## src/rtl/deal_sequencer_pkg.sv

```systemverilog
// Shared types and constants for the blackjack deal sequencer: FSM states,
// turn/result codes, card rank type and card-value helpers.
package deal_sequencer_pkg;

    typedef logic [3:0] rank_t;

    typedef enum logic [3:0] {
        ST_IDLE        = 4'd0,
        ST_DEAL_P1     = 4'd1,
        ST_DEAL_D1     = 4'd2,
        ST_DEAL_P2     = 4'd3,
        ST_DEAL_D2     = 4'd4,
        ST_PLAYER_TURN = 4'd5,
        ST_PLAYER_DRAW = 4'd6,
        ST_DEALER_TURN = 4'd7,
        ST_DEALER_DRAW = 4'd8,
        ST_RESOLVE     = 4'd9,
        ST_DONE        = 4'd10
    } game_state_e;

    typedef enum logic [1:0] {
        TURN_NONE   = 2'd0,
        TURN_PLAYER = 2'd1,
        TURN_DEALER = 2'd2
    } turn_e;

    typedef enum logic [1:0] {
        RES_NONE       = 2'd0,
        RES_PLAYER_WIN = 2'd1,
        RES_DEALER_WIN = 2'd2,
        RES_PUSH       = 2'd3
    } result_e;

    localparam logic [4:0] BUST_LIMIT = 5'd21;
    localparam logic [4:0] ACE_HIGH   = 5'd11;
    localparam logic [4:0] FACE_VALUE = 5'd10;

    function automatic logic [4:0] card_value(input rank_t rank);
        logic [4:0] value;
        if (rank == 4'd1) begin
            value = ACE_HIGH;
        end else if (rank >= 4'd10) begin
            value = FACE_VALUE;
        end else begin
            value = {1'b0, rank};
        end
        return value;
    endfunction

    function automatic logic is_draw_state(input game_state_e state);
        logic draw;
        case (state)
            ST_DEAL_P1, ST_DEAL_D1, ST_DEAL_P2, ST_DEAL_D2,
            ST_PLAYER_DRAW, ST_DEALER_DRAW: draw = 1'b1;
            default:                        draw = 1'b0;
        endcase
        return draw;
    endfunction

    function automatic turn_e turn_of(input game_state_e state);
        turn_e turn;
        case (state)
            ST_PLAYER_TURN, ST_PLAYER_DRAW: turn = TURN_PLAYER;
            ST_DEALER_TURN, ST_DEALER_DRAW: turn = TURN_DEALER;
            default:                        turn = TURN_NONE;
        endcase
        return turn;
    endfunction

endpackage

```

## src/rtl/deal_sequencer_hand_accumulator.sv

```systemverilog
// One blackjack hand: running best total, card count and soft-ace count.
// The post-add values are also exported so the sequencer can branch on them.
module hand_accumulator
    import deal_sequencer_pkg::*;
(
    input  logic       clk,
    input  logic       reset,
    input  logic       clear,
    input  logic       add,
    input  rank_t      rank,
    output logic [4:0] total,
    output logic [2:0] count,
    output logic [2:0] soft_aces,
    output logic [4:0] total_next,
    output logic [2:0] count_next
);

    logic [5:0] sum_s;
    logic [5:0] adj_s;
    logic [2:0] soft_s;
    logic [2:0] soft_next_s;

    // Add the card and demote at most one soft ace back to 1
    always_comb begin
        sum_s       = {1'b0, total} + {1'b0, card_value(rank)};
        soft_s      = soft_aces + ((rank == 4'd1) ? 3'd1 : 3'd0);
        adj_s       = sum_s;
        soft_next_s = soft_s;
        if ((sum_s > {1'b0, BUST_LIMIT}) && (soft_s != 3'd0)) begin
            adj_s       = sum_s - 6'd10;
            soft_next_s = soft_s - 3'd1;
        end else begin
            adj_s       = sum_s;
            soft_next_s = soft_s;
        end
        // Saturate instead of wrapping; unreachable under legal play
        total_next = adj_s[5] ? 5'd31 : adj_s[4:0];
        count_next = (count == 3'd7) ? count : count + 3'd1;
    end

    // Hand registers; reset and clear dominate an accepted card
    always_ff @(posedge clk) begin
        if (reset || clear) begin
            total     <= 5'd0;
            count     <= 3'd0;
            soft_aces <= 3'd0;
        end else if (add) begin
            total     <= total_next;
            count     <= count_next;
            soft_aces <= soft_next_s;
        end
    end

endmodule

```

## src/rtl/deal_sequencer.sv

```systemverilog
// Blackjack round sequencer: deals P1/D1/P2/D2, runs player and dealer turns
// against a request/strobe deck interface, and resolves the round.
module deal_sequencer
    import deal_sequencer_pkg::*;
#(
    parameter int MAX_CARDS    = 5,
    parameter int DEALER_STAND = 17
) (
    input  logic       i_clk,
    input  logic       i_reset,
    input  logic       i_start,
    input  logic       i_hit,
    input  logic       i_stand,
    input  logic       i_cardValid,
    input  logic [3:0] i_cardRank,
    output logic       o_drawReq,
    output logic [4:0] o_playerTotal,
    output logic [4:0] o_dealerTotal,
    output logic [2:0] o_playerCount,
    output logic [2:0] o_dealerCount,
    output logic [1:0] o_turn,
    output logic [3:0] o_state,
    output logic [1:0] o_result
);

    localparam logic [4:0] STAND_TOTAL = 5'(DEALER_STAND);
    localparam logic [2:0] MAX_COUNT   = 3'(MAX_CARDS);

    game_state_e state_r, state_s;
    result_e     result_r, result_s;
    turn_e       turn_r;
    logic        drawreq_r;
    logic        clear_s, add_player_s, add_dealer_s;
    logic [4:0]  player_total_s, dealer_total_s, player_total_next_s, dealer_total_next_s;
    logic [2:0]  player_count_s, dealer_count_s, player_count_next_s, dealer_count_next_s;
    logic [2:0]  player_soft_s, dealer_soft_s;
    logic [10:0] soft_unused_s;

    // Soft-ace counts and the dealer's post-add values drive no decisions
    assign soft_unused_s = {player_soft_s, dealer_soft_s, dealer_total_next_s};

    hand_accumulator u_player (
        .clk(i_clk), .reset(i_reset), .clear(clear_s), .add(add_player_s), .rank(i_cardRank),
        .total(player_total_s), .count(player_count_s), .soft_aces(player_soft_s),
        .total_next(player_total_next_s), .count_next(player_count_next_s)
    );

    hand_accumulator u_dealer (
        .clk(i_clk), .reset(i_reset), .clear(clear_s), .add(add_dealer_s), .rank(i_cardRank),
        .total(dealer_total_s), .count(dealer_count_s), .soft_aces(dealer_soft_s),
        .total_next(dealer_total_next_s), .count_next(dealer_count_next_s)
    );

    // Next-state, card routing and round result
    always_comb begin
        state_s      = state_r;
        result_s     = result_r;
        clear_s      = 1'b0;
        add_player_s = 1'b0;
        add_dealer_s = 1'b0;
        case (state_r)
            ST_IDLE, ST_DONE: begin
                if (i_start) begin
                    clear_s  = 1'b1;
                    result_s = RES_NONE;
                    state_s  = ST_DEAL_P1;
                end else begin
                    state_s  = state_r;
                end
            end
            ST_DEAL_P1, ST_DEAL_P2: begin
                if (i_cardValid) begin
                    add_player_s = 1'b1;
                    state_s      = (state_r == ST_DEAL_P1) ? ST_DEAL_D1 : ST_DEAL_D2;
                end else begin
                    state_s      = state_r;
                end
            end
            ST_DEAL_D1, ST_DEAL_D2: begin
                if (i_cardValid) begin
                    add_dealer_s = 1'b1;
                    state_s      = (state_r == ST_DEAL_D1) ? ST_DEAL_P2 : ST_PLAYER_TURN;
                end else begin
                    state_s      = state_r;
                end
            end
            ST_PLAYER_TURN: begin
                if (player_total_s == BUST_LIMIT || i_stand) begin
                    state_s = ST_DEALER_TURN;
                end else if (i_hit) begin
                    state_s = ST_PLAYER_DRAW;
                end else begin
                    state_s = state_r;
                end
            end
            ST_PLAYER_DRAW: begin
                if (!i_cardValid) begin
                    state_s = state_r;
                end else if (player_total_next_s > BUST_LIMIT) begin
                    add_player_s = 1'b1;
                    state_s      = ST_RESOLVE;
                end else if (player_total_next_s == BUST_LIMIT || player_count_next_s == MAX_COUNT) begin
                    add_player_s = 1'b1;
                    state_s      = ST_DEALER_TURN;
                end else begin
                    add_player_s = 1'b1;
                    state_s      = ST_PLAYER_TURN;
                end
            end
            ST_DEALER_TURN: begin
                if (dealer_total_s >= STAND_TOTAL || dealer_count_s == MAX_COUNT) begin
                    state_s = ST_RESOLVE;
                end else begin
                    state_s = ST_DEALER_DRAW;
                end
            end
            ST_DEALER_DRAW: begin
                if (i_cardValid) begin
                    add_dealer_s = 1'b1;
                    state_s      = ST_DEALER_TURN;
                end else begin
                    state_s      = state_r;
                end
            end
            ST_RESOLVE: begin
                state_s = ST_DONE;
                if (player_total_s > BUST_LIMIT) begin
                    result_s = RES_DEALER_WIN;
                end else if (dealer_total_s > BUST_LIMIT) begin
                    result_s = RES_PLAYER_WIN;
                end else if (player_total_s > dealer_total_s) begin
                    result_s = RES_PLAYER_WIN;
                end else if (dealer_total_s > player_total_s) begin
                    result_s = RES_DEALER_WIN;
                end else begin
                    result_s = RES_PUSH;
                end
            end
            default: begin
                state_s = ST_IDLE;
            end
        endcase
    end

    // State and output registers; decodes are taken from the next state
    always_ff @(posedge i_clk) begin
        if (i_reset) begin
            state_r   <= ST_IDLE;
            result_r  <= RES_NONE;
            turn_r    <= TURN_NONE;
            drawreq_r <= 1'b0;
        end else begin
            state_r   <= state_s;
            result_r  <= result_s;
            turn_r    <= turn_of(state_s);
            drawreq_r <= is_draw_state(state_s);
        end
    end

    assign o_drawReq     = drawreq_r;
    assign o_playerTotal = player_total_s;
    assign o_dealerTotal = dealer_total_s;
    assign o_playerCount = player_count_s;
    assign o_dealerCount = dealer_count_s;
    assign o_turn        = turn_r;
    assign o_state       = state_r;
    assign o_result      = result_r;

endmodule

```

## config.mk

```make
export PLATFORM = sky130hd
export DESIGN_NAME = deal_sequencer
export DESIGN_NICKNAME = d
export VERILOG_FILES = /design/src/rtl/deal_sequencer_pkg.sv /design/src/rtl/deal_sequencer_hand_accumulator.sv /design/src/rtl/deal_sequencer.sv
export SDC_FILE = /design/constraint.sdc
export NUM_CORES = 1
export LEC_CHECK = 0
export CORE_UTILIZATION = 35
export CTS_CLUSTER_SIZE = 40
export DETAILED_ROUTE_END_ITERATION = 8
export GPL_ROUTABILITY_DRIVEN = 0
export PLACE_DENSITY_LB_ADDON = 0.3
export RECOVER_POWER = 100
export SLEW_MARGIN = 0
export SYNTH_ARGS = -nofsm -noshare
export SYNTH_HDL_FRONTEND = slang
export SYNTH_HIERARCHICAL = 1
export SYNTH_SLANG_ARGS = --single-unit
```

## constraint.sdc

```tcl
create_clock -name i_clk -period 3.6 [get_ports i_clk]
set_input_delay 0.54 -clock i_clk [delete_from_list [all_inputs] [get_ports i_clk]]
set_output_delay 0.54 -clock i_clk [all_outputs]
set_load 0.02 [all_outputs]
```

==> qor_table.md <==
| Result | Value |
|:---|:---|
| Fin crit period | 3.74 ns |
| Maximum number of pins on one net before global-route repair | 21 |
| Largest fanout on the critical path | 5 |
| Placed cell count | 529 |
| Die area | 0.00895 mm2 |
| Area taken by flip-flops and latches | 621 um2 |
| Die Height | 94.6 um |
| Actual transition at the worst max-transition pin | 0.852 ns |
| Commonest cells after routing, fill and taps aside | sky130_fd_sc_hd__buf_4 (51), sky130_fd_sc_hd__nor2_1 (34), sky130_fd_sc_hd__dfxtp_1 (31), sky130_fd_sc_hd__ha_1 (23), sky130_fd_sc_hd__o21ai_0 (21) |
| Horizontal extent of the die | 94.6 um |
| Filler cells | 792 |
| Met3 Use GR | 3.46% |
| TritonCTS clock tree | yes |
| Cell area after layout | 0.00400 mm2 |
| Count of vias placed by the detailed router | 2902 |
| Endpoints failing hold | 0 |
| Number of antenna violations at the first check in global routing | 0 |
| Most common cell after layout, fill and taps aside | sky130_fd_sc_hd__buf_4 |
| Final setup skew | 0.0113 ns |
| Area of the core | 0.00826 mm2 |
| Pins over their slew limit | 0 |
| Area of placed instances | 0.00377 mm2 |
| Post-synth design cell area | 0.00300 mm2 |
| Clock sink count | 31 |
| Finish-stage setup viols | 4 |
| Global-route track usage on met2 | 32.9% |
| Share of the clock period used by the worst path after layout | 104% |
| Unrepaired setup endpoints after global routing | true |
| Total global routing overflow | 0 |
| Number of hold buffers added after cts | 0 |
| Share of layout cells above drive strength 1 | 26.8% |
| Worst hold path type | reg -> reg |
| Effective utilization at floorplan | 36.3% |
| # Max-Cap Violations | 0 |
| Power per Cell Area | 325 mW/mm2 |
| Crit path setup slack, layout | -0.144 ns |
| Worst-case clock buffer depth | 2 |
| Antenna cells | 0 |
| Synthesized area per cell | 8.48 um2 |
| I/O pin cnt | 35 |
| Critical path data arrival time | 3.90 ns |
| Fraction of met1 tracks used by global routing | 22.3% |
| Global-route wire length before repair | 12900 um |
| Maximum VDD drop | 0.129 mV |
| Critical path data required time | 3.75 ns |
| Area grow syn2layout | 33.2% |
| Maximum clock frequency | 0.267 GHz |
| Count of buffers inserted at the top-level ports | 34 |
| Status | finished, violations left |
| Static leakage | 1.67 nW |
| Element type at the critical path start | primary input |
| Crit path kind | in -> reg |
| Area occupied by multi-input gates | 0.00229 mm2 |
| Starting DRC count in detailed routing | 104 |
| Synthesized netlist cell count | 354 |
| Total Routed Length | 7660 um |
| Worst relative slew slack | 43.2% |
| Violations in the final reports | setup timing |
| CP endpoint kind | flip-flop |
| Post-DR wirelength/cell | 14.1 um |
| Remaining antenna violation count after routing | 0 |
| Place WS | -0.893 ns |
| H-Tree Level Count | 2 |
| Drt pass-1 iters | 4 |
| Final-stage net count | 473 |
| Number of global-route vias before repair | 2804 |
| Final HPWL DP | 5950 um |
| Share of the core filled with cells | 48.4% |
| Number of rows in the core area | 33 |
| Clock input transition at the sequential cells of the worst setup and hold paths | 0.07 ns |
| Later-pin clock latency in the skew report | 0.29 ns |
| Total global routing track utilization | 18.2% |
| Number of buffers inserted during clock tree synthesis | 5 |
| Number of nets produced by synthesis | 391 |
| Cell Count, Final, Fillers Out | 542 |
| Via density | 5.35 |
| Number of warnings issued by yosys | 6 |
| Clk Tree Root Cell | sky130_fd_sc_hd__clkbuf_8 |
| GR peak layer | met2 |
| DRC Markers | 0 |
==> per-stage QoR <==
step | power [W] | TNS, ns | hold slack (ns)
floorplan | 0.000789 | -0.734 | 0.495
global placement | 0.000952 | -4.36 | 0.508
detailed placement | 0.000967 | -4.98 | 0.514
CTS | 0.00129 | -0.715 | 0.531
global route | 0.00138 | -0.777 | 0.548
finish | 0.00130 | -0.400 | 0.519
==> power breakdown <==
part	internal, W	switching [W]
clock	0.000174	0.000133
sequential	0.000366	0.0000403
combinational	0.000283	0.000301
==> worst max-delay path, cell delays in order <==
cell and delay, ns:
sky130_fd_sc_hd__buf_6 0.10, sky130_fd_sc_hd__buf_6 0.11, sky130_fd_sc_hd__a21oi_2 0.14, sky130_fd_sc_hd__nand2_2 0.09, sky130_fd_sc_hd__fa_2 0.56, sky130_fd_sc_hd__nand2_1 0.05, sky130_fd_sc_hd__o221a_2 0.27, sky130_fd_sc_hd__a311o_4 0.35
sky130_fd_sc_hd__mux2_4 0.28, sky130_fd_sc_hd__o22ai_4 0.19, sky130_fd_sc_hd__inv_2 0.05, sky130_fd_sc_hd__a21o_1 0.21, sky130_fd_sc_hd__a211oi_2 0.16, sky130_fd_sc_hd__and3b_2 0.24, sky130_fd_sc_hd__o41ai_4 0.31, sky130_fd_sc_hd__xnor2_1 0.18
sky130_fd_sc_hd__nor3_2 0.06
==> path summary, 6_finish.rpt <==
| check | cells after the start | start | end | slack, ns |
|---|---|---|---|---|
| max | 17 | i_cardRank[3] | o_turn[0] | -0.14 |
| min | 2 | u_player/count[2] | u_player/count[2] | 0.52 |
| max reg2reg | 14 | u_player/total[0] | o_turn[0] | 0.04 |
| min reg2reg | 2 | u_player/count[2] | u_player/count[2] | 0.52 |
==> layer usage <==
layer  part of all wire [%]  up-vias
li1                       -     1476
met1                     48     1384
met2                     49       33
met3                    2.7        9
met4                    1.2        0
met5                      0        -
==> final cells by class <==
class / count / share of cell area (%)
inverters: 22 / 2.07
multi-input cells: 287 / 57.4
well taps: 105 / 3.29
repair buffers: 89 / 19.2
flip-flops and latches: 31 / 15.5
clock buffers: 8 / 2.51
==> what timing repair did <==
action	CTS	global route
buffers inserted	4	1
gates resized for setup	29	11
endpoints found under the setup margin	6	5
pin swaps	15	12
==> state kept, by name, indices dropped and copies added, names as in the netlist <==
| register | count |
|---|---|
| u_dealer/count | 3 |
| u_player/total | 5 |
| o_result | 2 |
| u_dealer/total | 5 |
| u_player/soft_aces | 3 |
| u_dealer/soft_aces | 3 |
| o_drawReq | 1 |
| o_state | 4 |
| u_player/count | 3 |
| o_turn | 2 |
Note: power is estimated with default switching activity, not from simulation.
